<file path="src/rtl/ov7670_config_sequencer.sv">
// ov7670_config_sequencer
//   Walks the OV7670 register-init ROM from address 0 and turns every 16-bit
//   entry {reg, val} into one SCCB write request for the downstream SCCB
//   master. Two entries are special:
//     16'hFFF0  wait DELAY_CYCLES clock cycles, issue nothing
//     16'hFFFF  end of table, go to DONE
//   A write of COM7 (reg 8'h12) with val[7]=1 soft-resets the sensor, so an
//   extra RESET_SETTLE cycles are waited after its completion. A table with
//   no end marker still terminates after address 8'hFF (no wrap).
//
// Ports
//   clk_i         clock, all logic on posedge
//   rst_i         synchronous active-high reset, aborts any sequence
//   start_i       1-cycle pulse, starts/restarts from IDLE or DONE only
//   rom_addr_o    ROM read address (registered ROM, 1-cycle latency)
//   rom_data_i    ROM read data {reg[15:8], val[7:0]}
//   sccb_valid_o  write request valid
//   sccb_ready_i  SCCB master can accept
//   sccb_reg_o    register address of the request
//   sccb_data_o   register value of the request
//   sccb_done_i   1-cycle pulse: accepted transaction finished
//   busy_o        high in every state except IDLE and DONE
//   done_o        high while in DONE
//   state_o       current FSM state (debug)
//
// Handshake: a request is transferred on the posedge where sccb_valid_o and
// sccb_ready_i are both high; until then valid, reg and data stay constant.
// The transaction is complete on the first sccb_done_i pulse after that edge.

module ov7670_config_sequencer #(
  parameter int DELAY_CYCLES = 1_000_000,
  parameter int RESET_SETTLE = 1_000_000
) (
  input  logic        clk_i,
  input  logic        rst_i,
  input  logic        start_i,
  output logic [7:0]  rom_addr_o,
  input  logic [15:0] rom_data_i,
  output logic        sccb_valid_o,
  input  logic        sccb_ready_i,
  output logic [7:0]  sccb_reg_o,
  output logic [7:0]  sccb_data_o,
  input  logic        sccb_done_i,
  output logic        busy_o,
  output logic        done_o,
  output logic [2:0]  state_o
);

  localparam logic [2:0] S_IDLE      = 3'd0;
  localparam logic [2:0] S_FETCH     = 3'd1;
  localparam logic [2:0] S_DECODE    = 3'd2;
  localparam logic [2:0] S_REQ       = 3'd3;
  localparam logic [2:0] S_WAIT_DONE = 3'd4;
  localparam logic [2:0] S_DELAY     = 3'd5;
  localparam logic [2:0] S_DONE      = 3'd6;

  localparam logic [15:0] ENTRY_DELAY = 16'hFFF0;
  localparam logic [15:0] ENTRY_END   = 16'hFFFF;
  localparam logic [7:0]  REG_COM7    = 8'h12;

  logic [2:0]  state;
  logic [2:0]  state_n;
  logic [31:0] cnt;
  logic        last_addr;
  logic        com7_reset;

  assign state_o    = state;
  assign last_addr  = (rom_addr_o == 8'hFF);
  // Payload registers still hold the entry that was just written.
  assign com7_reset = (sccb_reg_o == REG_COM7) && sccb_data_o[7];

  always_comb begin
    state_n = state;
    case (state)
      S_IDLE, S_DONE: if (start_i) state_n = S_FETCH;
      S_FETCH:        state_n = S_DECODE;
      S_DECODE: begin
        if (rom_data_i == ENTRY_END)        state_n = S_DONE;
        else if (rom_data_i == ENTRY_DELAY) state_n = S_DELAY;
        else                                state_n = S_REQ;
      end
      S_REQ:          if (sccb_ready_i) state_n = S_WAIT_DONE;
      S_WAIT_DONE: begin
        if (sccb_done_i) begin
          if (com7_reset)     state_n = S_DELAY;
          else if (last_addr) state_n = S_DONE;
          else                state_n = S_FETCH;
        end
      end
      S_DELAY: begin
        if (cnt == '0) state_n = last_addr ? S_DONE : S_FETCH;
      end
      default:        state_n = S_IDLE;
    endcase
  end

  always_ff @(posedge clk_i) begin
    if (rst_i) begin
      state        <= S_IDLE;
      rom_addr_o   <= '0;
      sccb_valid_o <= 1'b0;
      sccb_reg_o   <= '0;
      sccb_data_o  <= '0;
      busy_o       <= 1'b0;
      done_o       <= 1'b0;
      cnt          <= '0;
    end else begin
      state  <= state_n;
      // Status flags follow the next state so they line up with state.
      busy_o <= (state_n != S_IDLE) && (state_n != S_DONE);
      done_o <= (state_n == S_DONE);

      case (state)
        S_IDLE, S_DONE: begin
          if (start_i) rom_addr_o <= '0;
        end
        S_DECODE: begin
          if (rom_data_i == ENTRY_DELAY) begin
            cnt <= 32'(DELAY_CYCLES - 1);
          end else if (rom_data_i != ENTRY_END) begin
            sccb_reg_o   <= rom_data_i[15:8];
            sccb_data_o  <= rom_data_i[7:0];
            sccb_valid_o <= 1'b1;
          end
        end
        S_REQ: begin
          if (sccb_ready_i) sccb_valid_o <= 1'b0;
        end
        S_WAIT_DONE: begin
          if (sccb_done_i) begin
            if (com7_reset)      cnt <= 32'(RESET_SETTLE - 1);
            else if (!last_addr) rom_addr_o <= rom_addr_o + 8'd1;
          end
        end
        S_DELAY: begin
          if (cnt == '0) begin
            if (!last_addr) rom_addr_o <= rom_addr_o + 8'd1;
          end else begin
            cnt <= cnt - 32'd1;
          end
        end
        default: ;
      endcase
    end
  end

endmodule

</file>
<file path="config.mk">
export PLATFORM = sky130hd
export DESIGN_NAME = ov7670_config_sequencer
export DESIGN_NICKNAME = d
export VERILOG_FILES = /design/src/rtl/ov7670_config_sequencer.sv
export SDC_FILE = /design/constraint.sdc
export NUM_CORES = 1
export LEC_CHECK = 0
export CAP_MARGIN = 10
export CORE_MARGIN = 2
export CORE_UTILIZATION = 53
export DETAILED_ROUTE_END_ITERATION = 10
export PLACE_DENSITY_LB_ADDON = 0.08
export SYNTH_ARGS = -nofsm -noshare
export SYNTH_HDL_FRONTEND = slang
export SYNTH_SLANG_ARGS = --single-unit
</file>
<file path="constraint.sdc">
create_clock -name clk_i -period 3.4 [get_ports clk_i]
set_input_delay 1.02 -clock clk_i [delete_from_list [all_inputs] [get_ports clk_i]]
set_output_delay 1.02 -clock clk_i [all_outputs]
set_load 0.005 [all_outputs]
</file>
## After elaboration in Yosys (flattened, before gate mapping)

Index checks and enable logic that the tools add are counted.

| storage, ports and cells | value |
|---|---|
| register bits | 62 |
| input port bits | 21 |
| output and inout port bits | 30 |

| cells by class | value |
|---|---|
| $add $sub $neg | 2 |
| equality and inequality tests | 23 |
| mux-type cells | 24 |
| bitwise operators | 1 |
| reduce and logical (&&, ||, !) cells | 13 |

Operator list:

| operator | number |
|---|---|
| $mux W32 | 4 |
| $pmux W32 S3 | 1 |
| $mux W8 | 5 |
| $eq A16 B16 Y1 const B | 2 |
| $logic_not A32 Y1 | 1 |
| $sub A32 B1 Y32 const B | 1 |
| $mux W3 | 8 |
| $pmux W8 S3 | 1 |
| $ne A2 B2 Y1 const B | 10 |
| $pmux W3 S6 | 1 |
| $ne A16 B16 Y1 const B | 1 |
| $eq A3 B3 Y1 const B | 4 |
| $reduce_and A5 Y1 | 2 |
| $reduce_bool A3 Y1 | 3 |
| $add A8 B1 Y8 const B | 1 |
| $eq A8 B5 Y1 const B | 1 |
| $eq A8 B8 Y1 const B | 1 |
| $eq A3 B2 Y1 const B | 2 |
| $reduce_and A4 Y1 | 1 |
| $eq A3 B1 Y1 const B | 1 |
| $logic_not A3 Y1 | 1 |
| $mux W1 | 3 |
| $ne A3 B3 Y1 const B | 1 |
| $reduce_and A3 Y1 | 1 |
| other kinds (5) | 6 |

## Depth between registers and ports, before layout

| depth | value |
|---|---|
| word-level depth | 7 |
| depth in mapped cells | 10 |
| depth with buffers taken out | 8 |

## Least setup slack after synthesis

No wires, ideal clock.

| timing path | value |
|---|---|
| path type | input to register |
| start | in rom_data_i[0] |
| end | reg cnt[5] |
| library setup time | 0.070 ns |
| arrival time | 2.883 ns |
| setup slack | 0.446 ns |
| cell stages on the path | 7 |
| cell sequence | or4_1 > nor4_1 > o2bb2ai_1 > clkbuf_1 > nand4_1 > xor2_1 > a21oi_1 |

| between the ends | value |
|---|---|
| cells in the longest elaborated chain, start to end | 3 |

RTL lines:

| what | line | source |
|---|---|---|
| start: declaration | 38 | `input logic [15:0] rom_data_i,` |
| $eq A16 B16 Y1 | 118 | `if (rom_data_i == ENTRY_DELAY) begin` |
| $ne A2 B2 Y1 (no line) | n/a |  |
| $reduce_and A5 Y1 (no line) | n/a |  |
| end signal: assignment | 119 | `cnt <= 32'(DELAY_CYCLES - 1);` |
| end signal: assignment | 131 | `if (com7_reset) cnt <= 32'(RESET_SETTLE - 1);` |
| end signal: assignment | 139 | `cnt <= cnt - 32'd1;` |
| end: declaration | 63 | `logic [31:0] cnt;` |

No other way between the ends.
A chain may end at the register's enable or synchronous reset.

## Worst setup path in the final report

| timing path | value |
|---|---|
| start | in rom_data_i[0] |
| end | reg cnt[2] |

Same word-level chain as after synthesis.

==> results.sh <==
export IMPL_cts_clk_slew_worst_paths_ns=0.07
export IMPL_gp_congestion=0.932
export IMPL_grt_use_met3_pct=5.56
export IMPL_yosysUniqueCellTypes=50
export IMPL_start_util_pct=53.9
export IMPL_busiest_layer="met2"
export IMPL_clock_path_buffers=2
export IMPL_start_kind="input pin"
export IMPL_seqCellArea_sq_um=1240
export IMPL_row_count=28
export IMPL_mostFrequentLayoutCells="dfxtp_1, nor2_1, clkdlybuf4s50_1, nand2_1, a21oi_1"
export IMPL_drtAntennaViolNets=0
export IMPL_syn_nets=412
export IMPL_synth_edff_count=0
export IMPL_pwr_share_comb_pct=13.2
export IMPL_synth_area_leaders="dfxtp_1, nor2_1, xor2_1"
export IMPL_grt_pass1_wl_um=12900
export IMPL_final_nets=475
export IMPL_power_share_sequential_pct=46.8
export IMPL_fin_util_pct=69.0
export IMPL_grt_pass1_vias=2824
export IMPL_die_h_um=80.9
export IMPL_setup_tns_ns=0
export IMPL_tritoncts="built"
export IMPL_netlist_instances=388
export IMPL_grtUsageTotal_pct=25.2
export IMPL_hpwlAfterDp_um=5480
export IMPL_vdd_ir_drop_max_mv=0.336
export IMPL_drc_errors=0
export IMPL_grt_use_met1_pct=33.5
export IMPL_max_freq_ghz=0.318
export IMPL_crit_fanout=10
export IMPL_switchingPower_mw=0.415
export IMPL_synth_top_area_cell="dfxtp_1"
export IMPL_coreArea_sq_um=5820
export IMPL_yosysTopAreaCellShare_pct=39.6
export IMPL_cap_violations=0
export IMPL_final_common_cell="dfxtp_1"
export IMPL_wirelength_um=7760
export IMPL_total_power_mw=1.64
export IMPL_port_buffers=50
export IMPL_crit_required_ns=3.66
export IMPL_arrival_ns=3.40
export IMPL_tightest_slew_ns=0.830
export IMPL_synth_area_per_cell_sq_um=8.08
export IMPL_syn_to_final_growth_pct=28.1
export IMPL_vias_per_cell=5.88
export IMPL_seq_area_frac_synth_pct=39.6
export IMPL_slew_headroom_pct=44.3
export IMPL_wl_per_cell_um=14.7
export IMPL_clock_latency_ns=0.34
export IMPL_grt_setup_unrepaired="no"
export IMPL_clock_sinks=62
export IMPL_ys_seq_elements=62
export IMPL_switching_share_pct=25.3
export IMPL_skew_ns=0.0108
export IMPL_pwr_density_cell_nw_per_um2=409
export IMPL_setup_violations=0
export IMPL_yosys_warnings=0
export IMPL_postCtsResizedCells=0
export IMPL_dieArea_sq_um=6540
export IMPL_post_cts_buffers=0
export IMPL_async_reset_ff_share_pct=0
export IMPL_fillCellCount=504
export IMPL_multi_input_area_sq_um=1780
export IMPL_synthesis_area_sq_um=3130
export IMPL_grt_remaining_overflow=0
export IMPL_ios=51
export IMPL_outcome="complete, no violations"
export IMPL_setup_worst_path_class="in2reg"
export IMPL_holdWs_ns=0.486
export IMPL_grtUsageMet2_pct=38.8
export IMPL_pre_cts_slack_ns=-0.0786
export IMPL_cts_root_buffer="clkbuf_8"
export IMPL_synthFlopType="dfxtp_1"
export IMPL_diodes=0
export IMPL_setup_slack_ns=0.252
export IMPL_p_clk_share_pct=40.0
export IMPL_drv_slew=0
export IMPL_vias=3111
export IMPL_dr_pass1_iters=4
export IMPL_cts_hold_buf=0
export IMPL_min_period_over_period_pct=92.6
export IMPL_hp_class="reg2reg"
export IMPL_hold_viol=0
export IMPL_cellLeakagePower_nw=1.47
export IMPL_layout_min_cycle_time_ns=3.15
export IMPL_grt_max_degree=25
export IMPL_htree_levels=3
export IMPL_cts_buffers_inserted=9
export IMPL_chipWidth_um=80.9
export IMPL_end_kind="flip-flop"
export IMPL_p_int_mw=1.23
export IMPL_drt_iter0_drc=242
export IMPL_drive_gt1_share_pct=10.6
export IMPL_antenna_found_initial=0
-- metrics by stage --
| stage | cell area [sq um] | cells |
|---|---|---|
| after floorplan | 3130 | 388 |
| after global placement | 3820 | 515 |
| after detailed placement | 3820 | 515 |
| after CTS | 4010 | 529 |
| after global routing | 4010 | 529 |
| final | 4010 | 529 |
-- sequential cells by signal, summed over array words and instances, names as in the netlist --
name and flops:
busy_o 1, cnt 32, rom_addr_o 8, sccb_reg_o 8, state_o 3, done_o 1
sccb_valid_o 1, sccb_data_o 8
-- cells by family (layout without fill, tap and decap cells) --
family / Yosys count / count (layout) / share of synthesized area (%)
simple gates: 185 / 185 / 30.3
compound gates: 78 / 78 / 15.8
flops: 62 / 62 / 39.6
buf+inv: 27 / 93 / 3.59
xor+xnor: 25 / 25 / 6.99
mux: 8 / 8 / 2.55
fa+ha+maj: 3 / 3 / 1.20
-- cell usage after synthesis, drive strengths merged, types with 6 or more instances --
library cell / instances
or3: 10
nor2: 57
nand2b: 7
inv: 8
nor3: 12
mux2i: 8
or4: 8
nand2: 26
nand3: 16
xor2: 21
a31oi: 7
dfxtp: 62
a21oi: 27
clkbuf: 13
buf: 6
nor4: 9
nand4: 20
o21ai: 19
-- layout make-up --
| type | count | share of cell area (%) |
|---|---|---|
| clock buffer | 11 | 3.77 |
| inverter | 8 | 0.748 |
| multi-input combinational | 299 | 44.4 |
| clock inverter | 3 | 1.12 |
| tap | 75 | 2.34 |
| timing repair buffer | 71 | 16.7 |
| sequential | 62 | 30.9 |
-- layer usage --
layer  share of wire (%)  up-vias
li1                    -     1536
met2                  47       96
met3                 5.2       18
met4                 2.0        0
met5                   0        -
met1                  46     1461
-- power groups by stage --
stage,clock network (mW),logic (mW),registers (mW)
CTS,0.664,0.217,0.769
floorplan,0,0.121,0.779
detailed placement,0,0.215,0.785
finish,0.657,0.217,0.769
global route,0.694,0.240,0.772
global placement,0,0.211,0.785
-- path summary, 6_finish.rpt --
check | from | endpoint | slack, ns | cells after the start
worst max-delay path | rom_data_i[0] | cnt[2] | 0.25 | 9
worst min-delay path | cnt[25] | cnt[25] | 0.49 | 2
worst max register to register | cnt[22] | cnt[17] | 0.49 | 8
worst min register to register | cnt[25] | cnt[25] | 0.49 | 2
-- worst max-delay path, stage by stage --
cell and delay [ns]:
clkdlybuf4s50_1 0.44, or4_1 0.57, nor4_1 0.38, o2bb2ai_1 0.16, buf_4 0.19, buf_4 0.12, and2_1 0.19, a21oi_1 0.08
a311oi_1 0.25
Power figures use the tool's default switching activity.
